<file path="src/rtl/clkgate_ctrl_if.sv">
// Request/acknowledge bundle between the requesters and the clock-gate sequencer.
interface clkgate_ctrl_if #(
    parameter int NUM_REQ = 4
);
    logic [NUM_REQ-1:0] i_req;
    logic [NUM_REQ-1:0] o_ack;

    modport master (output i_req, input o_ack);
    modport slave  (input i_req, output o_ack);
endinterface

</file>
<file path="src/rtl/clkgate_ctrl.sv">
// Idle-driven enable sequencer for one gated clock domain shared by NUM_REQ requesters.
// Optional statistics counters are included when CLKGATE_CTRL_STATS_EN is defined.
module clkgate_ctrl #(
    parameter int NUM_REQ     = 4,
    parameter int IDLE_CNT_W  = 8,
    parameter int WAKE_CYCLES = 2
) (
    input  logic                  i_clk,
    input  logic                  i_rst_n,
    input  logic [IDLE_CNT_W-1:0] i_idle_thresh,
    input  logic                  i_force_on,
    input  logic                  i_busy,
    clkgate_ctrl_if.slave         req_if,
    output logic                  o_clk_en,
    output logic [1:0]            o_state
`ifdef CLKGATE_CTRL_STATS_EN
    ,
    output logic [15:0]           o_wake_cnt,
    output logic [31:0]           o_off_cycles
`endif
);

    typedef enum logic [1:0] {
        S_OFF  = 2'd0,
        S_WAKE = 2'd1,
        S_ON   = 2'd2,
        S_IDLE = 2'd3
    } state_t;

    localparam logic [3:0] WAKE_LAST = 4'(WAKE_CYCLES - 1);

    state_t                r_state;
    logic [3:0]            r_wake_cnt;
    logic [IDLE_CNT_W-1:0] r_idle_cnt;
    logic                  r_clk_en;

    logic                  w_activity;
    logic [IDLE_CNT_W:0]   w_idle_next;
    logic                  w_idle_reached;
    logic [IDLE_CNT_W-1:0] w_idle_sat;

    assign w_activity     = (|req_if.i_req) | i_busy | i_force_on;
    // One extra bit so the threshold compare stays correct when idle_cnt is all-ones.
    assign w_idle_next    = {1'b0, r_idle_cnt} + {{IDLE_CNT_W{1'b0}}, 1'b1};
    assign w_idle_reached = (w_idle_next >= {1'b0, i_idle_thresh});
    assign w_idle_sat     = (&r_idle_cnt) ? r_idle_cnt : w_idle_next[IDLE_CNT_W-1:0];

    always_ff @(posedge i_clk) begin
        if (!i_rst_n) begin
            r_state    <= S_OFF;
            r_clk_en   <= 1'b0;
            r_wake_cnt <= '0;
            r_idle_cnt <= '0;
        end else begin
            case (r_state)
                S_OFF: begin
                    if (w_activity) begin
                        r_state    <= S_WAKE;
                        r_clk_en   <= 1'b1;
                        r_wake_cnt <= '0;
                    end
                end
                S_WAKE: begin
                    r_clk_en <= 1'b1;
                    if (r_wake_cnt == WAKE_LAST) begin
                        r_state    <= S_ON;
                        r_wake_cnt <= '0;
                    end else begin
                        r_wake_cnt <= r_wake_cnt + 4'd1;
                    end
                end
                S_ON: begin
                    r_clk_en <= 1'b1;
                    if (!w_activity && (i_idle_thresh != '0)) begin
                        r_state    <= S_IDLE;
                        r_idle_cnt <= '0;
                    end
                end
                S_IDLE: begin
                    // Activity outranks both the threshold and the disable check.
                    if (w_activity) begin
                        r_state    <= S_ON;
                        r_clk_en   <= 1'b1;
                        r_idle_cnt <= '0;
                    end else if (i_idle_thresh == '0) begin
                        r_state    <= S_ON;
                        r_clk_en   <= 1'b1;
                        r_idle_cnt <= '0;
                    end else if (w_idle_reached) begin
                        r_state    <= S_OFF;
                        r_clk_en   <= 1'b0;
                        r_idle_cnt <= '0;
                    end else begin
                        r_clk_en   <= 1'b1;
                        r_idle_cnt <= w_idle_sat;
                    end
                end
                default: begin
                    r_state  <= S_OFF;
                    r_clk_en <= 1'b0;
                end
            endcase
        end
    end

    assign req_if.o_ack = req_if.i_req & {NUM_REQ{r_state == S_ON}};
    assign o_clk_en     = r_clk_en;
    assign o_state      = r_state;

`ifdef CLKGATE_CTRL_STATS_EN
    logic [15:0] r_wake_events;
    logic [31:0] r_off_cycles;

    always_ff @(posedge i_clk) begin
        if (!i_rst_n) begin
            r_wake_events <= '0;
            r_off_cycles  <= '0;
        end else if (r_state == S_OFF) begin
            if (!(&r_off_cycles)) begin
                r_off_cycles <= r_off_cycles + 32'd1;
            end
            if (w_activity && !(&r_wake_events)) begin
                r_wake_events <= r_wake_events + 16'd1;
            end
        end
    end

    assign o_wake_cnt   = r_wake_events;
    assign o_off_cycles = r_off_cycles;
`endif

endmodule

</file>
<file path="src/flat_wrapper.sv">
// flat-port wrapper written by rule: the top's interface ports become plain ports
module clkgate_ctrl_flat 
#(
    parameter int NUM_REQ     = 4,
    parameter int IDLE_CNT_W  = 8,
    parameter int WAKE_CYCLES = 2
)
  (i_clk, i_rst_n, i_idle_thresh, i_force_on, i_busy, o_clk_en, o_state, req_if_i_req, req_if_o_ack);
  clkgate_ctrl_if #(.NUM_REQ(NUM_REQ)) req_if_i ();
  input  logic i_clk;
  input  logic i_rst_n;
  input  logic [IDLE_CNT_W-1:0] i_idle_thresh;
  input  logic i_force_on;
  input  logic i_busy;
  output logic o_clk_en;
  output logic [1:0] o_state;
  input wire logic [$bits(req_if_i.i_req)-1:0] req_if_i_req;
  output wire logic [$bits(req_if_i.o_ack)-1:0] req_if_o_ack;
  assign req_if_i.i_req = req_if_i_req;
  assign req_if_o_ack = req_if_i.o_ack;
  clkgate_ctrl #(.NUM_REQ(NUM_REQ), .IDLE_CNT_W(IDLE_CNT_W), .WAKE_CYCLES(WAKE_CYCLES)) u_core (.i_clk(i_clk), .i_rst_n(i_rst_n), .i_idle_thresh(i_idle_thresh), .i_force_on(i_force_on), .i_busy(i_busy), .req_if(req_if_i), .o_clk_en(o_clk_en), .o_state(o_state));
endmodule
</file>
<file path="config.mk">
export PLATFORM = sky130hd
export DESIGN_NAME = clkgate_ctrl_flat
export DESIGN_NICKNAME = d
export VERILOG_FILES = /design/src/rtl/clkgate_ctrl_if.sv /design/src/rtl/clkgate_ctrl.sv /design/src/flat_wrapper.sv
export SDC_FILE = /design/constraint.sdc
export NUM_CORES = 1
export LEC_CHECK = 0
export ABC_AREA = 1
export CORE_AREA = 2 2 50 47
export DETAILED_ROUTE_END_ITERATION = 12
export DIE_AREA = 0 0 52 49
export DONT_BUFFER_PORTS = 1
export PLACE_DENSITY_LB_ADDON = 0.2
export REMOVE_ABC_BUFFERS = 1
export SLEW_MARGIN = 20
export SYNTH_ARGS = -nofsm -noshare
export SYNTH_HDL_FRONTEND = slang
export SYNTH_SLANG_ARGS = --single-unit
</file>
<file path="constraint.sdc">
create_clock -name i_clk -period 4.37 [get_ports i_clk]
set_clock_uncertainty 0.15 [all_clocks]
set_input_delay 0.437 -clock i_clk [delete_from_list [all_inputs] [get_ports i_clk]]
set_output_delay 0.437 -clock i_clk [all_outputs]
set_load 0.005 [all_outputs]
</file>
==> metrics.log <==
INFO  metric synth_top_family_by_area = simple AND/OR/NAND/NOR gates
INFO  metric async_flop_share = 0%
INFO  metric design_power_total = 0.358 mW
INFO  metric critical_path.max_fanout = 7
INFO  metric area_added_between_synthesis_and_finish = 5.65%
INFO  metric cts_max_path_buffers = 2
INFO  metric groute.usage.overall = 18.7%
INFO  metric post_cts_resized = 0
INFO  metric synth.ff_latch_count = 15
INFO  metric yosys.cell_types.count = 25
INFO  metric area_of_the_mapped_netlist = 0.00106 mm^2
INFO  metric port_buffers = 0
INFO  metric ioPinCount = 23
INFO  metric leakage = 0.547 nW
INFO  metric worst_skew_pair.late_latency = 290 ps
INFO  metric antenna_cells_inserted = 0
INFO  metric grt_start_max_net_pins = 11
INFO  metric drt_drc_violations_left = 0
INFO  metric clock_tree.htree_level_count = 1
INFO  metric globalRouteOverflowTotal = 0
INFO  metric cts_tree = yes
INFO  metric placedInstanceArea = 0.00110 mm^2
INFO  metric worst_r2r_path_depth = 12
INFO  metric die_width = 52 um
INFO  metric fin_crit_sh = 54.5%
INFO  metric synth_seq_area_share = 28.2%
INFO  metric multi_input_area = 647 um^2
INFO  metric placeable_core_region = 0.00206 mm^2
INFO  metric worstPathArrival = 2450 ps
INFO  metric layout.cells.non_filler = 191
INFO  metric postRouteAntennaNets = 0
INFO  metric min_period = 2380 ps
INFO  metric fraction_of_layout_cells_with_a_size_suffix_above_1 = 9.76%
INFO  metric cts_root_buf = clkbuf_4
INFO  metric design.die.area = 0.00255 mm^2
INFO  metric layout_common_cells = nand2_1, inv_1, nor2_1, dfxtp_1, a21oi_1
INFO  metric routed_wl = 2150 um
INFO  metric layout.core_utilization = 54.5%
INFO  metric vias = 952
INFO  metric design_area = 0.00112 mm^2
INFO  metric post_cts_hold_buffer_count = 0
INFO  metric placedCellCount = 187
INFO  metric outcome = finished, final reports clean
INFO  metric post_drt_via_cell_ratio = 4.98
INFO  metric tightestPinTransition = 313 ps
INFO  metric setup-violations-final = 0
INFO  metric regArea = 300 um^2
INFO  metric die_h = 49 um
INFO  metric setup_slack = 1990 ps
INFO  metric hpwl = 1740 um
INFO  metric fillerInstances = 202
INFO  metric cts_setup_buffers = 0
INFO  metric first_global_vias = 955
INFO  metric post_synth.cell_area_avg = 6.65 um^2
INFO  metric hold_path.class = primary input to register
INFO  metric final_common_cell = nand2_1
INFO  metric relSlewSlack = 79.1%
INFO  metric setup-tns-final = 0 ps
INFO  metric start_kind = register
INFO  metric synth-adder-area-share = 12.9%
INFO  metric starting_density_of_the_core = 51.6%
INFO  metric clk_pin_slew_worst_setup_hold_paths = 90 ps
INFO  metric fmax = 0.420 GHz
INFO  metric synth_top_flop_cell = dfxtp_1
INFO  metric grt_pass1_wl = 3620 um
INFO  metric preCtsSetupSlack = 2010 ps
INFO  metric synth-warning-count = 0
INFO  metric worst_setup_path_end_kind = register
INFO  metric final_net_count = 192
INFO  metric muxShareOfSynthArea = 0%
INFO  metric vdd.ir_drop.worst = 0.302 mV
INFO  metric antenna_violations_before_repair = 0
INFO  metric synth-xor-area-share = 5.65%
INFO  metric placement_rows = 16
INFO  metric holdWs = 128 ps
INFO  metric hold-path-cell-count = 2
INFO  metric rsz0062_at_grt = no
INFO  metric final-max-slew-violation-count = 0
INFO  metric cts_buf_count = 3
INFO  metric synth_cells = 160
INFO  metric firstDrtPassIters = 4
INFO  metric synth_enable_flop_cells = 0
INFO  metric detail_route.wl_per_cell = 11.2 um
INFO  metric power_per_cell_area = 319 mW/mm^2
INFO  metric synth-simple-area-share = 30.4%
INFO  metric gp_congestion = 0.862
INFO  metric cp_data_required_time = 4440 ps
INFO  metric crit_type = register to register
INFO  metric hold_viol = 0
INFO  metric cts_sinks = 15
INFO  metric initialDrtViolationCount = 11
INFO  metric cap_viol_max_count = 0
INFO  metric synth_compound_gate_area_share = 11.9%
## cell families after synthesis
kind of cell	count (synthesis)
buffers and inverters	31
and+or+nand+nor	74
adders and majority gates	11
AOI/OAI and AO/OA	23
xor gates and xnor gates	6
DFF	15
## worst paths after layout
path	from	end	slack (ps)
setup / recovery	u_core.r_idle_cnt[0]$_SDFFE_PN0P_	u_core.r_idle_cnt[1]$_SDFFE_PN0P_	1990
hold / removal	i_rst_n	u_core.r_idle_cnt[0]$_SDFFE_PN0P_	130
setup reg to reg	u_core.r_idle_cnt[0]$_SDFFE_PN0P_	u_core.r_idle_cnt[1]$_SDFFE_PN0P_	1990
hold reg to reg	u_core.r_idle_cnt[5]$_SDFFE_PN0P_	u_core.r_idle_cnt[5]$_SDFFE_PN0P_	350
## cell type report
class	instances	area share [%]
clock buffer	4	2.34
inverter	31	10.4
multi-input combinational	114	57.6
sequential	15	26.7
tap	27	3.01
## critical path: stages, from the launching register on
cell     delay [ps]
dfxtp_1         410
ha_1            210
nand3_1         120
nor2_1          200
xor2_1          220
ha_1            280
a21oi_1         150
nand2_1          70
nand2_1          90
nand3_2         100
inv_2           140
nand2_1          60
a21oi_1         130
## synthesized netlist by cell type, drive strengths merged (2+ instances only)
| cell | count | area (um^2) |
|---|---|---|
| inv | 30 | 113 |
| xor2 | 3 | 26.3 |
| ha | 11 | 138 |
| a21oi | 15 | 78.8 |
| dfxtp | 15 | 300 |
| nand3 | 8 | 50.1 |
| o21ai | 6 | 33.8 |
| nor2 | 20 | 77.6 |
| nand4 | 2 | 12.5 |
| xnor2 | 3 | 33.8 |
| nand2 | 41 | 156 |
## metal layers
metal	global-route usage, %	part of all wire (%)
met1	21.2	47
met2	31.6	48
met3	6.75	4.1
met4	6.58	0.65
met5	0	0
## flip-flops by register name, indices dropped and copies added, names as in the netlist
signal,count
u_core.o_clk_en,1
u_core.r_wake_cnt,4
u_core.o_state,2
u_core.r_idle_cnt,8
## power by group
group          switching [mW]  total [mW]  internal, mW
combinational          0.0679       0.104        0.0363
sequential             0.0219       0.172         0.150
clock                  0.0463      0.0818        0.0355
total                   0.136       0.358         0.222
Power figures use the tool's default switching activity.
